==> config.mk <==
export PLATFORM = sky130hd
export DESIGN_NAME = apb_master_bridge
export DESIGN_NICKNAME = d
export VERILOG_FILES = /design/src/rtl/apb_pkg.sv /design/src/rtl/apb_addr_decoder.sv /design/src/rtl/apb_master_bridge.sv
export SDC_FILE = /design/constraint.sdc
export NUM_CORES = 1
export LEC_CHECK = 0
export CAP_MARGIN = 25
export CORE_MARGIN = 1
export CORE_UTILIZATION = 35
export DETAILED_ROUTE_END_ITERATION = 8
export PLACE_DENSITY = 0.73
export SYNTH_ARGS = -nofsm -noshare
export SYNTH_HDL_FRONTEND = slang
export SYNTH_HIERARCHICAL = 1
export SYNTH_SLANG_ARGS = --single-unit
export TNS_END_PERCENT = 5
==> constraint.sdc <==
create_clock -name PCLK -period 1.49 [get_ports PCLK]
set_input_delay 0.2235 -clock PCLK [delete_from_list [all_inputs] [get_ports PCLK]]
set_output_delay 0.2235 -clock PCLK [all_outputs]
set_load 0.02 [all_outputs]
==> src/rtl/apb_pkg.sv <==
// Shared definitions for the APB requester family: state encoding,
// default bus widths and compile-time width helpers.
package apb_pkg;

    localparam int DEF_ADDRESS = 8;
    localparam int DEF_DATA    = 8;
    localparam int DEF_NSLAVES = 2;
    localparam int DEF_TIMEOUT = 16;

    typedef enum logic [1:0] {
        IDLE   = 2'b00,
        SETUP  = 2'b01,
        ACCESS = 2'b11,
        ERR    = 2'b10
    } apb_state_t;

    // Ceiling log2, evaluated at elaboration time.
    function automatic int clog2(input int value);
        int result;
        int remaining;
        result    = 0;
        remaining = value - 1;
        while (remaining > 0) begin
            result++;
            remaining = remaining >> 1;
        end
        return result;
    endfunction

    // Select field width: never narrower than one bit, even for a single responder.
    function automatic int sel_width(input int nslaves);
        return (clog2(nslaves) > 1) ? clog2(nslaves) : 1;
    endfunction

endpackage

==> src/rtl/apb_addr_decoder.sv <==
// Combinational responder decoder: the top SEL_W address bits pick the
// responder; indices beyond NSLAVES raise a decode error with no select.
module apb_addr_decoder
    import apb_pkg::*;
#(
    parameter int ADDRESS = DEF_ADDRESS,
    parameter int NSLAVES = DEF_NSLAVES
) (
    input  logic [ADDRESS-1:0] addr,
    output logic [NSLAVES-1:0] sel,
    output logic               err
);

    localparam int SEL_W = sel_width(NSLAVES);

    logic [SEL_W-1:0] idx;
    logic             unused_low_bits;

    assign idx             = addr[ADDRESS-1 -: SEL_W];
    assign unused_low_bits = ^addr[ADDRESS-SEL_W-1:0];

    // One-hot select for an in-range index, error flag otherwise.
    always_comb begin
        // NOTE: every output gets a default first so no path infers a latch.
        sel = '0;
        err = 1'b1;
        for (int k = 0; k < NSLAVES; k++) begin
            if (idx == SEL_W'(k)) begin
                sel[k] = 1'b1;
                err    = 1'b0;
            end
        end
    end

endmodule

==> src/rtl/apb_master_bridge.sv <==
// APB requester: takes one command at a time on a valid/ready port, runs
// SETUP -> ACCESS on the selected responder and returns a one-cycle response.
// Optional macro APB_MASTER_TIMEOUT_EN aborts an ACCESS phase after TIMEOUT
// cycles without PREADY; without it ACCESS waits indefinitely.
module apb_master_bridge
    import apb_pkg::*;
#(
    parameter int ADDRESS = DEF_ADDRESS,
    parameter int DATA    = DEF_DATA,
    parameter int NSLAVES = DEF_NSLAVES,
    parameter int TIMEOUT = DEF_TIMEOUT
) (
    input  logic                    PCLK,
    input  logic                    PRESET,
    input  logic                    cmd_valid,
    output logic                    cmd_ready,
    input  logic                    cmd_write,
    input  logic [ADDRESS-1:0]      cmd_addr,
    input  logic [DATA-1:0]         cmd_wdata,
    output logic                    rsp_valid,
    output logic [DATA-1:0]         rsp_rdata,
    output logic                    rsp_err,
    output logic [NSLAVES-1:0]      PSEL,
    output logic                    PENABLE,
    output logic                    PWRITE,
    output logic [ADDRESS-1:0]      PADDR,
    output logic [DATA-1:0]         PWDATA,
    input  logic [NSLAVES*DATA-1:0] PRDATA,
    input  logic [NSLAVES-1:0]      PREADY
);

    apb_state_t         state;
    apb_state_t         next_state;
    logic [NSLAVES-1:0] dec_sel;
    logic               dec_err;
    logic               accept;
    logic               ready_hit;
    logic               complete;
    logic               fail;
    logic               timeout_hit;
    logic [DATA-1:0]    slave_rdata;

    apb_addr_decoder #(
        .ADDRESS (ADDRESS),
        .NSLAVES (NSLAVES)
    ) u_decoder (
        .addr (cmd_addr),
        .sel  (dec_sel),
        .err  (dec_err)
    );

    // Only the registered select qualifies PREADY, so other responders are ignored.
    assign ready_hit = |(PSEL & PREADY);

    // Pick the selected responder's read slice with the one-hot select.
    always_comb begin
        slave_rdata = '0;
        for (int k = 0; k < NSLAVES; k++) begin
            if (PSEL[k]) begin
                slave_rdata = PRDATA[k*DATA +: DATA];
            end
        end
    end

`ifdef APB_MASTER_TIMEOUT_EN
    localparam int CNT_W = clog2(TIMEOUT + 1);

    logic [CNT_W-1:0] wait_cnt;

    // Count unanswered ACCESS cycles; cleared in SETUP so every transfer starts at zero.
    always_ff @(posedge PCLK) begin
        if (PRESET) begin
            wait_cnt <= '0;
        end else if (state == SETUP) begin
            wait_cnt <= '0;
        end else if ((state == ACCESS) && !ready_hit) begin
            wait_cnt <= wait_cnt + 1'b1;
        end
    end

    // A late PREADY on the abort edge still completes normally.
    assign timeout_hit = (state == ACCESS) && !ready_hit && (wait_cnt == CNT_W'(TIMEOUT - 1));
`else
    logic unused_timeout;

    assign unused_timeout = (TIMEOUT != 0);
    assign timeout_hit    = 1'b0;
`endif

    // State register with synchronous reset.
    always_ff @(posedge PCLK) begin
        // NOTE: sequential state uses non-blocking assignments so every register samples pre-edge values.
        if (PRESET) begin
            state <= IDLE;
        end else begin
            state <= next_state;
        end
    end

    // Next-state logic.
    always_comb begin
        next_state = state;
        case (state)
            IDLE:    if (accept) next_state = dec_err ? ERR : SETUP;
            SETUP:   next_state = ACCESS;
            ACCESS:  if (complete || timeout_hit) next_state = IDLE;
            ERR:     next_state = IDLE;
            default: next_state = IDLE;
        endcase
    end

    // Per-state control strobes; cmd_ready is the only unregistered output.
    always_comb begin
        cmd_ready = (state == IDLE);
        accept    = cmd_valid && (state == IDLE);
        complete  = (state == ACCESS) && ready_hit;
        fail      = (state == ERR) || timeout_hit;
    end

    // Registered bus and response outputs.
    always_ff @(posedge PCLK) begin
        if (PRESET) begin
            PSEL      <= '0;
            PENABLE   <= 1'b0;
            PWRITE    <= 1'b0;
            PADDR     <= '0;
            PWDATA    <= '0;
            rsp_valid <= 1'b0;
            rsp_rdata <= '0;
            rsp_err   <= 1'b0;
        end else begin
            rsp_valid <= 1'b0;
            if (accept) begin
                PWRITE  <= cmd_write;
                PADDR   <= cmd_addr;
                PWDATA  <= cmd_wdata;
                PSEL    <= dec_sel;
                PENABLE <= 1'b0;
            end
            if (state == SETUP) begin
                PENABLE <= 1'b1;
            end
            if (complete) begin
                rsp_valid <= 1'b1;
                rsp_err   <= 1'b0;
                rsp_rdata <= PWRITE ? '0 : slave_rdata;
                PSEL      <= '0;
                PENABLE   <= 1'b0;
            end
            if (fail) begin
                rsp_valid <= 1'b1;
                rsp_err   <= 1'b1;
                rsp_rdata <= '0;
                PSEL      <= '0;
                PENABLE   <= 1'b0;
            end
        end
    end

endmodule

==> results.md, run 1 <==
- Most common cell in the netlist: dfxtp_1
- Core box area: between 3000 and 4000 um2
- Area Growth Syn to Fin: 61.4%
- Yosys top cell by area: dfxtp_1
- Compound-cell area share of the yosys netlist: 0.159
- Slew Limit Fails: 0
- Clock network fraction of design power: 0.259
- Syn Area/Cell: 10.6 um2
- Placer congestion estimate: around 0.81
- Die Width: between 60 and 70 um
- Syn nets: approximately 160
- Routed Wire Length: 3170 um
- Cell Pwr Density: slightly above 900 nW/um2
- Crit Path Category: reg -> out
- Yosys synthesis warning count: 6
- Num CTS Buffers: 5
- Setup TNS: 0 ns
- Static leakage: 0.927 nW
- Initial drt markers: 42
- Gr usage total: 0.180
- Final non-filler cell total: roughly 240
- Main combinational cell family by area after synthesis: compound AO/OA/AOI/OAI gates
- Drt first pass iters: 4
- Clk_skew: just over 0.005 ns
- Comb pwr share: 0.245
- First-pass GRT wire length: 5400 um
- Syn Inst Count: 120
- Register area share after synthesis: 0.504
- Sink Count: 32
- Post-synth EDFFs: 0
- # DRC: 0
- Flop pwr share: 0.496
- Hold Worst Slack: 0.470 ns
- Final Hold Viols: 0
- Worst reg2reg path depth: 4
- CP Launch Type: flop
- DP Area: ~2000 um2
- Clock transition at path regs: approximately 0.09 ns
- Share of cells above drive strength 1: 0.123
- Adder-Cell Fraction of Synth Area: 0
- Remaining global-route overflow: 0
- Async S/R FF share, synth: 0
- # port buffers: 68
- Critical Path Sink: cmd_ready
- Avg WL per Cell: between 10 and 15 um
- Vias in the first global route: about 1200
- Share of the synthesized area in the top cell type: 0.504
- Row cnt: 21
- Terminus of the critical flop-to-flop path: PWDATA[4]$_SDFFE_PP0P_
- Crit path DAT: 1.15 ns
- Vias/cell: around 4.8
- Final Power: ~1.9 mW
- Sw frac: 0.269
- Post-layout nets: 232
- Simple-gate share of the synthesized area: 0.120
- Worst r2r src: state[1]$_SDFFE_PP0P_
- CP Capture Type: primary output
- Area contributors post-synth: dfxtp_1 (50%), mux2i_1 (13%), nor2_1 (5.9%)
- Max_cap viols: 0
- RSZ-0062 raised after global routing: no
- Area of the die: a little under 4000 um2
- Count of different cell masters after synthesis: 28
- Worst-skew pair later-pin latency: 0.32 ns
- CP startpoint: state[1]$_SDFFE_PP0P_
- Ports: 69
- CP Max Fanout: 4
- Max H-tree Level: 2
- Peak supply drop: roughly 0.50 mV
- Status: complete, no violations
- Cell-internal power: about 1.4 mW
- Hold buffers post-CTS: 0
- Hpwl dp: ~2500 um
- N_diodes: 0
- Synthesized flop and latch total: 32
- Placed cell count: roughly 230
- CTS Root Buffer Type: clkbuf_4
- Xor-xnor portion of the synthesized cell area: 0
- Top cells by count, synth: dfxtp_1 (32), nor2_1 (20), mux2i_1 (17)
- Tmin final: roughly 1.4 ns
- Remaining antenna violation count after routing: 0
- Switching Power: ~500 uW
- Fin area: just over 2000 um2
- Cell area after synthesis: around 1300 um2
- Synth Flop Type: dfxtp_1
- Antenna violations before repair: 0
- Post-synthesis mux area share: 0.152
- Period utilisation layout: 0.919
- Worst Path Required: between 1 and 1.5 ns
- Largest net degree at the start of global routing: 25
- Fillers: 312
- Worst Hold Class: reg -> reg
- Initial Utilization: 0.372
- Fmax: approximately 730 MHz
- Flop2flop setup slack: between 0.15 and 0.2 ns
- Clock buffer depth: 2
- Die Y: roughly 62 um
- CTS tree: yes
- Via count: approximately 1100
- Setup violators final: 0
==> cell families after synthesis <==
| family | after synthesis |
|---|---|
| AO/OA/AOI/OAI | 25 |
| AND/OR/NAND/NOR | 31 |
| flip-flops | 32 |
| other | 1 |
| multiplexers | 19 |
| buffers and inverters | 12 |
==> power by group through the flow <==
stage / clock network, mW / logic [mW] / registers (mW)
2_1_floorplan: 0 / 0.188 / 1.02
4_1_cts: 0.514 / 0.471 / 0.946
3_3_place_gp: 0 / 0.492 / 0.965
5_1_grt: 0.567 / 0.504 / 0.956
3_5_place_dp: 0 / 0.504 / 0.968
6_report: 0.494 / 0.467 / 0.947
==> critical path: stages (launching register included) <==
cell,delay (ns)
dfxtp_2,0.37
nor2_1,0.11
dlygate4sd2_1,0.34
==> metal layers <==
metal / vias to the layer above / global-route usage / share of wire
met3: 4 / 0.0570 / 0.044
met5: - / 0 / 0
met4: 0 / 0.0785 / 0.015
met2: 31 / 0.321 / 0.55
li1: 572 / - / -
met1: 542 / 0.195 / 0.39
==> what timing repair did <==
item,CTS,global route
gates cloned,0,0
endpoints found under the setup margin,30,7
resized for setup,30,3
pin swaps,0,0
setup buffers,0,0
==> registers in the layout, summed over array words and instances, names as in the netlist <==
| register | count |
|---|---|
| PADDR | 8 |
| PWDATA | 8 |
| rsp_valid | 1 |
| PENABLE | 1 |
| rsp_err | 1 |
| rsp_rdata | 8 |
| PWRITE | 1 |
| state | 2 |
| PSEL | 2 |
==> layout by cell type (no fill, tap or decap), types with 2 or more instances in the layout <==
cell type        count
dfxtp_1             30
mux2_2               2
dlygate4sd2_1       30
nor2b_1              2
mux2i_1             17
clkbuf_4             5
a22oi_1              9
and2_1               2
nand2b_1             2
buf_4                8
dfxtp_2              2
o2bb2ai_1            7
nor2_1              20
o21ai_0              3
clkdlybuf4s50_1     37
clkbuf_1             2
==> worst min-delay path by stage <==
stage | from | to | cells after the start
finish | rsp_rdata[7]$_SDFFE_PP0P_ | rsp_rdata[7]$_SDFFE_PP0P_ | 1
global route | rsp_rdata[7]$_SDFFE_PP0P_ | rsp_rdata[7]$_SDFFE_PP0P_ | 1
CTS | rsp_rdata[7]$_SDFFE_PP0P_ | rsp_rdata[7]$_SDFFE_PP0P_ | 1
detailed placement | rsp_rdata[7]$_SDFFE_PP0P_ | rsp_rdata[7]$_SDFFE_PP0P_ | 1
global placement | rsp_rdata[1]$_SDFFE_PP0P_ | rsp_rdata[1]$_SDFFE_PP0P_ | 1
floorplan | cmd_addr[3] | PADDR[3]$_SDFFE_PP0P_ | 2
==> area by class of cell <==
cell class                      count  area [um2]  share of cell area
Inverter                            2        7.51             0.00366
Multi-Input combinational cell     76         557               0.272
Sequential cell                    32         643               0.314
Tap cell                           46        57.6              0.0281
Timing Repair Buffer               77         726               0.354
Clock buffer                        8        58.8              0.0287
==> per-stage QoR <==
stage               setup WS, ns  utilization
floorplan                 0.0422            -
global placement          -0.175        0.592
detailed placement        -0.224        0.592
CTS                       0.0303        0.599
global route              0.0301        0.600
finish                     0.121        0.600
Power figures use the tool's default switching activity.
==> run 2: changes to the inputs <==
Settings changed: CORE_UTILIZATION 35 to 38, PLACE_DENSITY 0.73 to 0.79.
==> run 2 against run 1 <==
Net effect: via count up 0.26%; total power increased by 1.5%; first-iteration DRC count grew 4.8%; critical path type is now reg -> reg; register-to-register slack worse by 0.08 ns.
==> results.md, run 2 (same netlist as run 1, synthesis figures left out) <==
- Fin util: 0.658
- Crit path DAT: 1.65 ns
- Row cnt: 20
- Hpwl dp: around 2400 um
- Final non-filler cell total: ~240
- Vias/cell: a little under 5
- CP Max Fanout: 8
- Core box area: roughly 3100 um2
- Largest registers: PADDR: 8 flops, PWDATA: 8 flops, rsp_rdata: 8 flops
- Vias in the first global route: 1111
- Hold buffers post-CTS: 0
- Tmin final: 1.41 ns
- Final Hold Viols: 0
- Routed Wire Length: roughly 3100 um
- Area Growth Syn to Fin: 60.9%
- Clk_skew: a little over 0.008 ns
- Die Y: around 60 um
- Fillers: between 200 and 300
- Area of the multi-input gates: 557 um2
- Placed cell count: around 230
- Initial drt markers: 44
- N_diodes: 0
- Static leakage: 0.940 nW
- Cell Pwr Density: around 950 nW/um2
- Crit Path Category: reg -> reg
- Register area: around 640 um2
- Fmax: a little over 700 MHz
- Placer congestion estimate: a little under 0.8
- Remaining antenna violation count after routing: 0
- Clock buffer depth: 2
- RSZ-0062 raised after global routing: no
- Clock transition at path regs: roughly 0.10 ns
- Max H-tree Level: 2
- Gr usage total: 0.190
- Worst Path Required: between 1.5 and 2 ns
- Via count: ~1200
- Period utilisation layout: 0.946
- Avg WL per Cell: 13.0 um
- Initial Utilization: 0.409
- Area of the die: about 3600 um2
- Slew Limit Fails: 0
- Worst Hold Class: reg -> reg
- Post-layout nets: around 230
- CP Capture Type: flop
- Ports: roughly 70
- Setup violators final: 0
- Num CTS Buffers: 5
- Max_cap viols: 0
- Antenna violations before repair: 0
- Worst-skew pair later-pin latency: 0.32 ns
- CTS tree: yes
- # Post-CTS Setup Buffers: 0
- Status: complete, no violations
- Share of cells above drive strength 1: 0.124
- Commonest cells after routing, fill and taps aside: clkdlybuf4s50_1 (37), dfxtp_1 (31), dlygate4sd2_1 (29)
- # DRC: 0
- # port buffers: between 60 and 70
- Peak supply drop: 0.655 mV
- Remaining global-route overflow: 0
- Post-route setup slack: 0.0800 ns
- Drt first pass iters: 4
- Largest net degree at the start of global routing: 25
- Sink Count: 32
- Die Width: 59.8 um
- Post-Place Setup Slack: -0.143 ns
- Commonest non-fill, non-tap cell in the layout: clkdlybuf4s50_1
- First-pass GRT wire length: 5040 um
- CP Launch Type: flop
- CTS Root Buffer Type: clkbuf_4
[run 2: power by group]
group / internal (mW) / leakage, nW / switching, mW
logic: 0.245 / 0.640 / 0.210
clock network: 0.267 / 0.0374 / 0.266
registers: 0.909 / 0.262 / 0.0378
total: 1.42 / 0.940 / 0.514
[run 2: worst max-delay path, cell delays in order, from the launching register on]
cell       delay, ns
dfxtp_1         0.45
inv_2           0.09
or4_4           0.61
o2bb2ai_1       0.18
[run 2: per-stage QoR]
stage	setup TNS, ns	instance area, um2	hold WS [ns]	power [mW]
after floorplan	0	1270	0.371	1.21
after global placement	-2.42	2010	0.444	1.45
after detailed placement	-3.22	2010	0.447	1.46
after CTS	0	2040	0.470	1.96
after global routing	0	2040	0.492	2.04
final	0	2040	0.463	1.94
[run 2: timing repair]
| action | 4_1_cts | 5_1_grt |
|---|---|---|
| setup endpoints to repair | 29 | 4 |
| pin swaps | 0 | 0 |
| resized for setup | 29 | 3 |
[run 2: final timing paths]
path / start / endpoint / slack, ns / cells after the start
max reg2reg: state[1]$_SDFFE_PP0P_ / rsp_rdata[2]$_SDFFE_PP0P_ / 0.08 / 3
min reg2reg: rsp_rdata[1]$_SDFFE_PP0P_ / rsp_rdata[1]$_SDFFE_PP0P_ / 0.46 / 1
max: state[1]$_SDFFE_PP0P_ / rsp_rdata[2]$_SDFFE_PP0P_ / 0.08 / 3
min: rsp_rdata[1]$_SDFFE_PP0P_ / rsp_rdata[1]$_SDFFE_PP0P_ / 0.46 / 1
[run 2: layout make-up]
type / count / area share
Multi-Input combinational cell: 76 / 0.273
Clock buffer: 7 / 0.0318
Tap cell: 44 / 0.0269
Inverter: 2 / 0.00367
Sequential cell: 32 / 0.314
Timing Repair Buffer: 77 / 0.351
[run 2: layer usage]
metal / vias up / global-route usage / wire (um)
met5: - / 0 / 0
met4: 0 / 0.0797 / 41
li1: 570 / - / -
met2: 39 / 0.310 / 1580
met1: 538 / 0.228 / 1290
met3: 5 / 0.0628 / 184
